<file path="config.mk">
export PLATFORM = sky130hd
export DESIGN_NAME = eth_apb_regfile_flat
export DESIGN_NICKNAME = d
export VERILOG_FILES = /design/src/rtl/eth_apb_regfile_if.sv /design/src/rtl/eth_apb_regfile.sv /design/src/flat_wrapper.sv
export SDC_FILE = /design/constraint.sdc
export NUM_CORES = 1
export LEC_CHECK = 0
export ABC_CLOCK_PERIOD_IN_PS = 10200
export CAP_MARGIN = 20
export CORE_AREA = 2 2 107 187
export CTS_BUF_LIST = sky130_fd_sc_hd__clkbuf_4 sky130_fd_sc_hd__clkbuf_8
export DETAILED_ROUTE_END_ITERATION = 16
export DIE_AREA = 0 0 109 189
export PLACE_DENSITY_LB_ADDON = 0.1
export SYNTH_ARGS = -nofsm -noshare
export SYNTH_HDL_FRONTEND = slang
export SYNTH_SLANG_ARGS = --single-unit
</file>
<file path="constraint.sdc">
create_clock -name pclk_i -period 10.2 [get_ports pclk_i]
set_input_delay 2.55 -clock pclk_i [delete_from_list [all_inputs] [get_ports pclk_i]]
set_output_delay 2.55 -clock pclk_i [all_outputs]
set_load 0.02 [all_outputs]
</file>
<file path="src/rtl/eth_apb_regfile_if.sv">
// rtl/eth_apb_regfile_if.sv - APB host-port bus bundle for the Ethernet MAC register file
interface eth_apb_regfile_if #(
    parameter int ADDR_W = 10
);
    logic              psel_i;
    logic              penable_i;
    logic              pwrite_i;
    logic [ADDR_W-1:0] paddr_i;
    logic [31:0]       pwdata_i;
    logic [31:0]       prdata_o;
    logic              pready_o;
    logic              pslverr_o;

    modport slave (
        input  psel_i, penable_i, pwrite_i, paddr_i, pwdata_i,
        output prdata_o, pready_o, pslverr_o
    );

    modport master (
        output psel_i, penable_i, pwrite_i, paddr_i, pwdata_i,
        input  prdata_o, pready_o, pslverr_o
    );
endinterface

</file>
<file path="src/rtl/eth_apb_regfile.sv">
// rtl/eth_apb_regfile.sv - APB register file for the Ethernet MAC host port
module eth_apb_regfile #(
    parameter int          ADDR_W      = 10,
    parameter int          N_INT       = 7,
    parameter int          WAIT_STATES = 0,
    parameter int          TX_BD_MAX   = 128,
    parameter logic [31:0] MODER_RST   = 32'h0000A000
) (
    input  logic              pclk_i,
    input  logic              prst_i,
    eth_apb_regfile_if.slave  apb,
    input  logic [N_INT-1:0]  int_src_i,
    output logic [31:0]       moder_o,
    output logic [7:0]        tx_bd_num_o,
    output logic [4:0]        mii_fiad_o,
    output logic [4:0]        mii_rgad_o,
    output logic [47:0]       mac_addr_o,
    output logic              int_o
);
    localparam logic [1:0] ST_IDLE = 2'd0;
    localparam logic [1:0] ST_WAIT = 2'd1;
    localparam logic [1:0] ST_RESP = 2'd2;

    localparam logic [3:0] CNT_INIT = (WAIT_STATES > 0) ? 4'(WAIT_STATES - 1) : 4'd0;

    localparam logic [ADDR_W-1:0] A_MODER    = ADDR_W'(32'h00);
    localparam logic [ADDR_W-1:0] A_INT_SRC  = ADDR_W'(32'h04);
    localparam logic [ADDR_W-1:0] A_INT_MASK = ADDR_W'(32'h08);
    localparam logic [ADDR_W-1:0] A_TX_BD    = ADDR_W'(32'h20);
    localparam logic [ADDR_W-1:0] A_MII      = ADDR_W'(32'h30);
    localparam logic [ADDR_W-1:0] A_MAC0     = ADDR_W'(32'h40);
    localparam logic [ADDR_W-1:0] A_MAC1     = ADDR_W'(32'h44);

    logic [1:0]        r_state;
    logic [3:0]        r_cnt;
    logic [ADDR_W-1:0] r_addr;
    logic              r_write;
    logic [31:0]       r_wdata;
    logic [31:0]       r_rdata;
    logic              r_err;

    logic [31:0]       r_moder;
    logic [N_INT-1:0]  r_int_src;
    logic [N_INT-1:0]  r_int_mask;
    logic [7:0]        r_tx_bd;
    logic [4:0]        r_mii_fiad;
    logic [4:0]        r_mii_rgad;
    logic [31:0]       r_mac0;
    logic [15:0]       r_mac1;
    logic              r_int;

    logic              w_setup;
    logic              w_enter_resp;
    logic              w_commit;
    logic [ADDR_W-1:0] w_dec_addr;
    logic              w_dec_write;
    logic [31:0]       w_dec_wdata;
    logic              w_hit;
    logic              w_err;
    logic [31:0]       w_rd;
    logic [N_INT-1:0]  w_w1c;

    assign w_setup = (r_state == ST_IDLE) && apb.psel_i && !apb.penable_i;

    // With zero wait states the response is decoded straight off the bus in the SETUP cycle.
    assign w_dec_addr  = (r_state == ST_IDLE) ? apb.paddr_i  : r_addr;
    assign w_dec_write = (r_state == ST_IDLE) ? apb.pwrite_i : r_write;
    assign w_dec_wdata = (r_state == ST_IDLE) ? apb.pwdata_i : r_wdata;

    assign w_enter_resp = (w_setup && (WAIT_STATES == 0)) ||
                          ((r_state == ST_WAIT) && apb.psel_i && (r_cnt == 4'd0));

    assign w_commit = (r_state == ST_RESP) && apb.psel_i && apb.penable_i &&
                      apb.pwrite_i && r_write && !r_err;

    always_comb begin
        w_hit = 1'b1;
        w_rd  = 32'h0;
        case (w_dec_addr)
            A_MODER:    w_rd = r_moder;
            A_INT_SRC:  w_rd = 32'(r_int_src);
            A_INT_MASK: w_rd = 32'(r_int_mask);
            A_TX_BD:    w_rd = {24'h0, r_tx_bd};
            A_MII:      w_rd = {19'h0, r_mii_rgad, 3'h0, r_mii_fiad};
            A_MAC0:     w_rd = r_mac0;
            A_MAC1:     w_rd = {16'h0, r_mac1};
            default:    w_hit = 1'b0;
        endcase
        w_err = !w_hit || (w_dec_addr[1:0] != 2'b00) ||
                (w_dec_write && (w_dec_addr == A_TX_BD) && (w_dec_wdata > 32'(TX_BD_MAX)));
    end

    always_ff @(posedge pclk_i or posedge prst_i) begin
        if (prst_i) begin
            r_state <= ST_IDLE;
            r_cnt   <= 4'd0;
            r_addr  <= '0;
            r_write <= 1'b0;
            r_wdata <= 32'h0;
            r_rdata <= 32'h0;
            r_err   <= 1'b0;
        end else begin
            if (w_enter_resp) begin
                r_rdata <= w_rd;
                r_err   <= w_err;
            end
            case (r_state)
                ST_IDLE: begin
                    if (w_setup) begin
                        r_addr  <= apb.paddr_i;
                        r_write <= apb.pwrite_i;
                        r_wdata <= apb.pwdata_i;
                        r_cnt   <= CNT_INIT;
                        r_state <= (WAIT_STATES == 0) ? ST_RESP : ST_WAIT;
                    end
                end
                ST_WAIT: begin
                    if (!apb.psel_i)          r_state <= ST_IDLE;
                    else if (r_cnt == 4'd0)   r_state <= ST_RESP;
                    else                      r_cnt   <= r_cnt - 4'd1;
                end
                default: r_state <= ST_IDLE;
            endcase
        end
    end

    // A fresh event on the same edge as a W1C keeps the bit set.
    assign w_w1c = (w_commit && (r_addr == A_INT_SRC)) ? r_wdata[N_INT-1:0] : '0;

    always_ff @(posedge pclk_i or posedge prst_i) begin
        if (prst_i) begin
            r_moder    <= MODER_RST;
            r_int_src  <= '0;
            r_int_mask <= '0;
            r_tx_bd    <= 8'h40;
            r_mii_fiad <= 5'h0;
            r_mii_rgad <= 5'h0;
            r_mac0     <= 32'h0;
            r_mac1     <= 16'h0;
            r_int      <= 1'b0;
        end else begin
            r_int_src <= (r_int_src & ~w_w1c) | int_src_i;
            r_int     <= |(r_int_src & r_int_mask);
            if (w_commit) begin
                case (r_addr)
                    A_MODER:    r_moder    <= r_wdata;
                    A_INT_MASK: r_int_mask <= r_wdata[N_INT-1:0];
                    A_TX_BD:    r_tx_bd    <= r_wdata[7:0];
                    A_MII: begin
                        r_mii_fiad <= r_wdata[4:0];
                        r_mii_rgad <= r_wdata[12:8];
                    end
                    A_MAC0:     r_mac0     <= r_wdata;
                    A_MAC1:     r_mac1     <= r_wdata[15:0];
                    default:    ;
                endcase
            end
        end
    end

    assign apb.pready_o  = (r_state == ST_RESP) && apb.psel_i;
    assign apb.pslverr_o = apb.pready_o && r_err;
    assign apb.prdata_o  = apb.pready_o ? r_rdata : 32'h0;

    assign moder_o     = r_moder;
    assign tx_bd_num_o = r_tx_bd;
    assign mii_fiad_o  = r_mii_fiad;
    assign mii_rgad_o  = r_mii_rgad;
    assign mac_addr_o  = {r_mac1, r_mac0};
    assign int_o       = r_int;
endmodule

</file>
<file path="src/flat_wrapper.sv">
// flat-port wrapper written by rule: the top's interface ports become plain ports
module eth_apb_regfile_flat 
#(
    parameter int          ADDR_W      = 10,
    parameter int          N_INT       = 7,
    parameter int          WAIT_STATES = 0,
    parameter int          TX_BD_MAX   = 128,
    parameter logic [31:0] MODER_RST   = 32'h0000A000
)
  (pclk_i, prst_i, int_src_i, moder_o, tx_bd_num_o, mii_fiad_o, mii_rgad_o, mac_addr_o, int_o, apb_psel_i, apb_penable_i, apb_pwrite_i, apb_paddr_i, apb_pwdata_i, apb_prdata_o, apb_pready_o, apb_pslverr_o);
  eth_apb_regfile_if #(.ADDR_W(ADDR_W)) apb_i ();
  input  logic pclk_i;
  input  logic prst_i;
  input  logic [N_INT-1:0] int_src_i;
  output logic [31:0] moder_o;
  output logic [7:0] tx_bd_num_o;
  output logic [4:0] mii_fiad_o;
  output logic [4:0] mii_rgad_o;
  output logic [47:0] mac_addr_o;
  output logic int_o;
  input wire logic [$bits(apb_i.psel_i)-1:0] apb_psel_i;
  input wire logic [$bits(apb_i.penable_i)-1:0] apb_penable_i;
  input wire logic [$bits(apb_i.pwrite_i)-1:0] apb_pwrite_i;
  input wire logic [$bits(apb_i.paddr_i)-1:0] apb_paddr_i;
  input wire logic [$bits(apb_i.pwdata_i)-1:0] apb_pwdata_i;
  output wire logic [$bits(apb_i.prdata_o)-1:0] apb_prdata_o;
  output wire logic [$bits(apb_i.pready_o)-1:0] apb_pready_o;
  output wire logic [$bits(apb_i.pslverr_o)-1:0] apb_pslverr_o;
  assign apb_i.psel_i = apb_psel_i;
  assign apb_i.penable_i = apb_penable_i;
  assign apb_i.pwrite_i = apb_pwrite_i;
  assign apb_i.paddr_i = apb_paddr_i;
  assign apb_i.pwdata_i = apb_pwdata_i;
  assign apb_prdata_o = apb_i.prdata_o;
  assign apb_pready_o = apb_i.pready_o;
  assign apb_pslverr_o = apb_i.pslverr_o;
  eth_apb_regfile #(.ADDR_W(ADDR_W), .N_INT(N_INT), .WAIT_STATES(WAIT_STATES), .TX_BD_MAX(TX_BD_MAX), .MODER_RST(MODER_RST)) u_core (.pclk_i(pclk_i), .prst_i(prst_i), .apb(apb_i), .int_src_i(int_src_i), .moder_o(moder_o), .tx_bd_num_o(tx_bd_num_o), .mii_fiad_o(mii_fiad_o), .mii_rgad_o(mii_rgad_o), .mac_addr_o(mac_addr_o), .int_o(int_o));
endmodule
</file>
=== Word level (Yosys, flattened, before mapping) ===
Cells that the tools add are included.

* Bits in registers: 195
* Bits of input ports: 54
* Output and inout bits: 133
* Logic and storage cells: 91

* Add/sub/neg operators: 1
* $lt $le $gt $ge: 1
* Equal/unequal tests: 18
* Muxes and demuxes: 15
* Bitwise operators: 4
* Reductions and logical operators: 36

{| class="wikitable"
|+ Operators with widths
! cell !! number
|-
| $pmux 32 s7 || 1
|-
| $mux 32 || 2
|-
| $eq 10x6->1 const B || 4
|-
| $eq 10x7->1 const B || 4
|-
| $gt 32x8->1 const B || 1
|-
| $eq 10x3->1 const B || 2
|-
| $eq 10x4->1 const B || 2
|-
| $logic_not 10->1 || 2
|-
| $reduce_and 2->1 || 8
|-
| $and 7x7->7 || 2
|-
| $reduce_or 7->1 || 2
|-
| $logic_and 1x1->1 || 13
|-
| $mux 4 || 3
|-
| $mux 10 || 1
|-
| $pmux 4 s2 || 1
|-
| $mux 7 || 1
|-
| $not 7->7 || 1
|-
| $or 7x7->7 || 1
|-
| $mux 2 || 3
|-
| $logic_not 4->1 || 1
|-
| $ne 2x2->1 const B || 2
|-
| $pmux 2 s2 || 1
|-
| $reduce_and 4->1 || 1
|-
| $reduce_bool 2->1 || 2
|-
| other kinds (9) || 14
|}

=== Longest topological paths before layout ===
* Word-level depth: 11
* Depth in mapped cells: 9
* Gate-level depth less buffers: 5

=== Least setup slack after synthesis ===
No wires, ideal clock.

* Kind: input-to-output
* Start point: input port apb_psel_i
* End point: output port apb_prdata_o[19]
* Arrival time: 3,022 ps
* Required time: 7,650 ps
* Slack: 4,628 ps
* Stages on the path: 2
* Buffers on the path: 1
* Cell sequence: clkbuf_1 > and3_1

* Longest elaborated chain between the ends: 2

{| class="wikitable"
|+ RTL lines
! what !! RTL line !! source
|-
| start, declared || flat_wrapper.sv:21 || <nowiki>input wire logic [$bits(apb_i.psel_i)-1:0] apb_psel_i;</nowiki>
|-
| $logic_and 1x1->1 || eth_apb_regfile.sv:161 || <nowiki>assign apb.pready_o = (r_state == ST_RESP) && apb.psel_i;</nowiki>
|-
| $mux 32 || eth_apb_regfile.sv:163 || <nowiki>assign apb.prdata_o = apb.pready_o ? r_rdata : 32'h0;</nowiki>
|-
| end, declared || flat_wrapper.sv:26 || <nowiki>output wire logic [$bits(apb_i.prdata_o)-1:0] apb_prdata_o;</nowiki>
|}

Every way passes these cells.

=== Worst setup path after layout ===
* Start point: input port apb_psel_i
* End point: output port apb_prdata_o[0]

The elaborated chain is that of the path after synthesis.

==> results.cfg <==
[floorplanning]
die_x_um = 109
start_util_pct = 44.67
core_area_sq_um = 19030
io_pins = 187
die_y_um = 189
std_cell_rows = 67
dieArea_sq_um = 20600

[hold_path]
hp-start = u_core.r_rdata[17]$_DFFE_PP0P_
hp-class = flip-flop to flip-flop

[grt]
grt_overflow = 0
grt_pass1_vias = 7205
grt_util_all_layers_pct = 26.03
grt_pass1_wl_um = 40440
grt_max_degree = 120
antenna_found_initial = 0

[route]
num_vias = 6920
post-route-drc-count = 0
wire_per_inst_um = 21.75
drt-total-wl_um = 25880
first_pass_iters = 5
drt_iter0_markers = 403
detail-route-antenna-nets = 0
viasPerCell = 5.815

[clock_tree]
cts_sinks = 190
cts_resized = 0
clockBufferDepth = 2
cts_buffers = 17
insertion_delay_ns = 0.47
htree_levels = 4
postCtsSetupBuffers = 0
cts-root-buf = clkbuf_8
holdBufCountCts = 0
cts_tree = built
clk_pin_slew_ns = 0.09

[critical_path]
worstPathRequired_ns = 7.65
cpPeakStageDelay_ns = 0.60
crit_path_cell_trace = clkdlybuf4s50_1, buf_4, and3_1, clkdlybuf4s50_1
critPathKind = primary input to primary output
path_buf_inv = 3
rr_startpoint = u_core.r_state[1]$_DFFE_PP0P_
critPathMaxFanout = 36
endpoint_kind = primary output
crit_slowest_cell = clkdlybuf4s50_1
critical_path.startpoint_type = primary input
worstPathArrival_ns = 4.19
cp_common_cell = clkdlybuf4s50_1
critPathLaunch = apb_psel_i
path_delay_family = buffers and inverters

[sta]
worstMarginPinSlew_ns = 1.096
setup_violations = 0
slew_headroom_pct = 24.86
period_share_pct = 66.03
rsz0062_at_grt = no
max_freq_ghz = 0.1485
drv_slew = 0
finalSetupTns_ns = 0
finClkSkew_ns = 0.01722
layout_min_cycle_time_ns = 6.735
finalHoldViolCount = 0

[logic_synthesis]
yosysWarnings = 0
syn_nets = 816
synth-seq-area-share_pct = 55.98
synthDistinctLibCells = 51
yosysTopAreaCell = dfrtp_1
avgSynthCellArea_sq_um = 11.16
synth_top_cell_area_share_pct = 55.05
async_flop_share_pct = 100.0
synth_edf_count = 0
syn_area_sq_um = 8501
synth.top_cells.by_count = 187 x dfrtp_1, 181 x nand2_1, 111 x mux2_2, 33 x and3_1, 31 x clkbuf_1
synth_flop_cell = dfrtp_1
syn_inst = 762
yosysMostFrequentCell = dfrtp_1
ys_top_cells_by_area = dfrtp_1 55%, mux2_2 15%, nand2_1 8.0%, and3_1 2.4%, a22oi_1 1.6%
ys_ff_latch = 190

[outcome]
status = finished clean

[pwr]
cellPowerDensity_nw_per_um2 = 132.7
leakagePower_nw = 5.011
vdd_ir_drop_max_mv = 0.07549

[job]
drv_cap = 0

[placement]
place.gp.congestion = 0.8094
port_buffers = 186
hpwlAfterDp_um = 18270

[final_layout]
drive_gt1_share_pct = 18.12
utilization_pct = 57.94
antenna_cells = 0
syn2layout_area_growth_pct = 29.70
fin_nets = 991
==> sequential cells by signal, indices dropped and copies added, names as in the netlist, 5 cells and up <==
name / count
u_core.r_rdata: 32
u_core.r_mac0: 32
u_core.r_int_mask: 7
u_core.mii_fiad_o: 5
u_core.mii_rgad_o: 5
u_core.r_wdata: 32
u_core.r_addr: 10
u_core.moder_o: 32
u_core.r_mac1: 16
u_core.r_int_src: 7
u_core.tx_bd_num_o: 8
==> placed cells by master, fill, tap and decap left out, drive strengths merged, types with 5 or more instances in the layout <==
| cell | count |
|---|---|
| dfrtp | 187 |
| clkdlybuf4s50 | 186 |
| nand2 | 181 |
| mux2 | 111 |
| and3 | 33 |
| o21ai | 25 |
| nor2 | 20 |
| clkbuf | 19 |
| a22oi | 18 |
| buf | 16 |
| nor4 | 15 |
| a22o | 14 |
| a222oi | 10 |
| nor3 | 9 |
| inv | 8 |
| a221oi | 7 |
| a21o | 7 |
| a211oi | 7 |
| clkinv | 7 |
| a21oi | 6 |
| a2111oi | 5 |
| nand4 | 5 |
| nor4b | 5 |
| or3b | 5 |
==> per-stage QoR <==
| step | std cells | area [sq um] | hold WS [ns] | worst slack [ns] | total power, mW |
|---|---|---|---|---|---|
| 3_3_place_gp | 1156 | 10590 | 0.4554 | 3.493 | 0.9721 |
| 4_1_cts | 1187 | 10980 | 0.4858 | 3.473 | 1.472 |
| 6_report | 1190 | 11030 | 0.4845 | 3.465 | 1.463 |
| 2_1_floorplan | 762 | 8501 | 0.4418 | 2.484 | 0.9056 |
| 3_5_place_dp | 1156 | 10590 | 0.4636 | 3.475 | 0.9776 |
| 5_1_grt | 1190 | 11030 | 0.5177 | 3.383 | 1.526 |
==> final cells by class <==
type                            count  area [sq um]
Multi-Input combinational cell    522          3545
Clock inverter                     13         152.6
Tap cell                          241         301.5
Sequential cell                   190          4758
Timing Repair Buffer              203          2011
Inverter                            3         16.27
Clock buffer                       18         241.5
Fill cell                        1666          8004
==> per-layer routing <==
metal  up-vias  track usage, %  wire length (um)
met2       307           46.18             13720
li1       3092               -                 -
met4         0           12.23              1032
met1      3455           29.89              9669
met5         -               0                 0
met3        66           4.337              1454
==> logic make-up after synthesis <==
kind of cell	count (synthesis)	synth area share, %
AND/OR/NAND/NOR	298	16.81
buffers and inverters	50	2.561
flip-flops	190	55.98
multiplexers	115	15.18
AO/OA/AOI/OAI	109	9.479
==> power by group <==
group	internal (mW)	switching [mW]	total, mW
clock	0.207	0.292	0.498
sequential	0.784	0.0455	0.830
combinational	0.0537	0.0817	0.135
total	1.04	0.419	1.46
==> worst register-to-register path, cell delays in order, from the launching register on <==
cell and delay [ns]:
dfrtp_1 0.46, buf_4 0.47, or3b_1 0.52, nor4b_4 0.47, nand2_1 0.23, nor3b_4 0.72
buf_4 0.47, mux2_2 0.40
==> final timing paths <==
check | to | slack, ns | cells after the start
max | apb_prdata_o[0] | 3.46 | 4
min | u_core.r_rdata[17]$_DFFE_PP0P_ | 0.48 | 2
max reg2reg | u_core.moder_o[21]$_DFFE_PP0P_ | 6.35 | 7
min reg2reg | u_core.r_rdata[17]$_DFFE_PP0P_ | 0.48 | 2
max in group asynchronous | u_core.r_mac1[7]$_DFFE_PP0P_ | 6.04 | 4
min in group asynchronous | u_core.r_rdata[29]$_DFFE_PP0P_ | 2.51 | 2
No activity file was read; power rests on OpenSTA's default activity.
==> edit, RTL diff (config.mk and constraints unchanged) <==
`N_INT` is set to 7 in 2 places; all go to 8.
--- a/src/rtl/eth_apb_regfile.sv
+++ b/src/rtl/eth_apb_regfile.sv
@@ -1,7 +1,7 @@
 // rtl/eth_apb_regfile.sv - APB register file for the Ethernet MAC host port
 module eth_apb_regfile #(
     parameter int          ADDR_W      = 10,
-    parameter int          N_INT       = 7,
+    parameter int          N_INT       = 8,
     parameter int          WAIT_STATES = 0,
     parameter int          TX_BD_MAX   = 128,
     parameter logic [31:0] MODER_RST   = 32'h0000A000
--- a/src/flat_wrapper.sv
+++ b/src/flat_wrapper.sv
@@ -2,7 +2,7 @@
 module eth_apb_regfile_flat 
 #(
     parameter int          ADDR_W      = 10,
-    parameter int          N_INT       = 7,
+    parameter int          N_INT       = 8,
     parameter int          WAIT_STATES = 0,
     parameter int          TX_BD_MAX   = 128,
     parameter logic [31:0] MODER_RST   = 32'h0000A000
Interface: changed (resized int_src_i); port bits go from 187 to 188. No check against the original RTL was run, so the function may have changed too.
==> edit against the unedited design <==
- sequential cell count rose by 2
- total power rose by 0.94%
- setup slack got worse by 300 ps
- fmax fell by 4.3%
- via count fell by 1.9%
- non-clock buffer count fell by 8
- worst hold slack improved by 0.51 ps
- final area rose by 1.2%
- synthesized area rose by 3.0%
- routed wire length fell by 0.61%
- largest cell class unchanged
==> edit: results (changes against the unedited design) <==
* Pin count of the biggest net entering global routing at 85 (-29%)
* Critical path fanouts, max at 20 (-44%)
* Postcts setup bufs at 0 (unchanged)
* Root buffer cell: clkbuf_8
* Number of global-route vias before repair at 6,999 (-2.9%)
* Yosys cell types at 65 (+27%)
* Syn_nets at 813 (-0.37%)
* Arrival @ worst endpoint at 4490 ps (+300 ps)
* DIE AREA at 0.0206 mm² (unchanged)
* Gp weighted congestion at 0.872 (+7.7%)
* CTS resizes at 0 (unchanged)
* Sw Ratio at 28.5% (-0.16 points)
* Ys Warns at 0 (unchanged)
* Final Skew at 20.1 ps (+2.93 ps)
* Critical-path top delay cell: clkdlybuf4s50_1
* H-tree Lvls at 4 (unchanged)
* CP top delay family: buffers and inverters
* Slowest cell delay on critical path at 910 ps (+310 ps)
* Worst-Margin Slew at 1040 ps (-54.6 ps)
* DR pass1 iterations at 5 (unchanged)
* CTS clk-pin slew, worst paths at 90 ps (about the same)
* Dominant synthesized flop cell: dfrtp_1
* Placed Area at 0.0107 mm² (+1.4%)
* First-pass GRT wire length at 39,800 µm (-1.5%)
* Status: complete, no violations
* Register area share after synthesis at 54.9% (-1.0 points)
* Layout cells sized above 1 at 13.4% (-4.7 points)
* Post-DP HPWL at 18,300 µm (about the same)
* Worst ir drop on vdd at 72.0 µV (-4.7%)
* Worst hold stages at 2 (unchanged)
* Setup WS pre-CTS at 2900 ps (-577 ps)
* Worst reg2reg path depth at 6 (-1)
* Initial antenna violation count at 0 (unchanged)
* CTS Buffer Depth at 2 (unchanged)
* Vias at 6,787 (-1.9%)
* Max Slew Vio Count at 0 (unchanged)
* # port buffers at 187 (+0.54%)
* DR iter-0 viols at 353 (-12%)
* Cts bufs inserted at 17 (unchanged)
* All-layer global routing usage at 25.9% (-0.11 points)
* Ranking of synthesized cells by area: dfrtp_1, mux2_1, nand2_1
* ANT cells at 0 (unchanged)
* Most frequent cells after synthesis: dfrtp_1, nand2_1, mux2_1
* Async S/R FF share, synth at 100% (unchanged)
* Worst hold path class: reg2reg
* P_leak at 5.12 nW (+2.1%)
* Final nets at 980 (-1.1%)
* Routed wire length at 25,700 µm (-0.61%)
* Clk Latency, worst-skew pair at 480 ps
edit: cell families after synthesis:
logic type,after synthesis,synth area share (%)
muxes,112,14.5
DFF,192,54.9
AOI/OAI and AO/OA,113,10.1
and+or+nand+nor,290,17.4
buffers and inverters,51,3.06
edit: path summary, 6_finish.rpt:
path | from | end | slack, ps
worst max-delay path | apb_psel_i | apb_prdata_o[7] | 3160
worst min-delay path | u_core.r_rdata[21] | u_core.r_rdata[21] | 490
worst max register to register | u_core.r_state[1] | u_core.r_mac0[22] | 6710
worst min register to register | u_core.r_rdata[21] | u_core.r_rdata[21] | 490
max in group asynchronous | prst_i | u_core.r_state[1] | 5650
min in group asynchronous | prst_i | u_core.moder_o[23] | 2520
edit: power groups by stage:
stage	registers [mW]	logic, mW	clock network [mW]
2_1_floorplan	0.827	0.0873	0
6_report	0.838	0.128	0.511
5_1_grt	0.843	0.141	0.554
4_1_cts	0.837	0.129	0.521
3_3_place_gp	0.851	0.125	0
3_5_place_dp	0.853	0.128	0
edit: cell type report:
class | instances | area [µm²]
fillers | 1674 | 7880
flip-flops and latches | 192 | 4810
multi-input cells | 515 | 3680
repair buffers | 195 | 1940
well taps | 241 | 302
clock buffers | 19 | 262
clock inverters | 13 | 141
inverters | 4 | 20.0
edit: stage by stage:
stage / std cells / util, %
floorplan: 758 / -
global placement: 1146 / 56.4
detailed placement: 1146 / 56.4
CTS: 1178 / 58.5
global route: 1179 / 58.6
finish: 1179 / 58.6
edit: metal layers:
| layer | track usage, % | routed length [µm] | up-vias |
|---|---|---|---|
| li1 | - | - | 3059 |
| met4 | 11.3 | 1020 | 0 |
| met3 | 3.58 | 1110 | 48 |
| met1 | 29.6 | 9520 | 3447 |
| met2 | 47.1 | 14100 | 233 |
| met5 | 0 | 0 | - |
edit: tightest hold or removal path: stages (launching register included):
cell and delay, ps:
dfrtp_1 350, nand2_1 50, o21ai_1 60
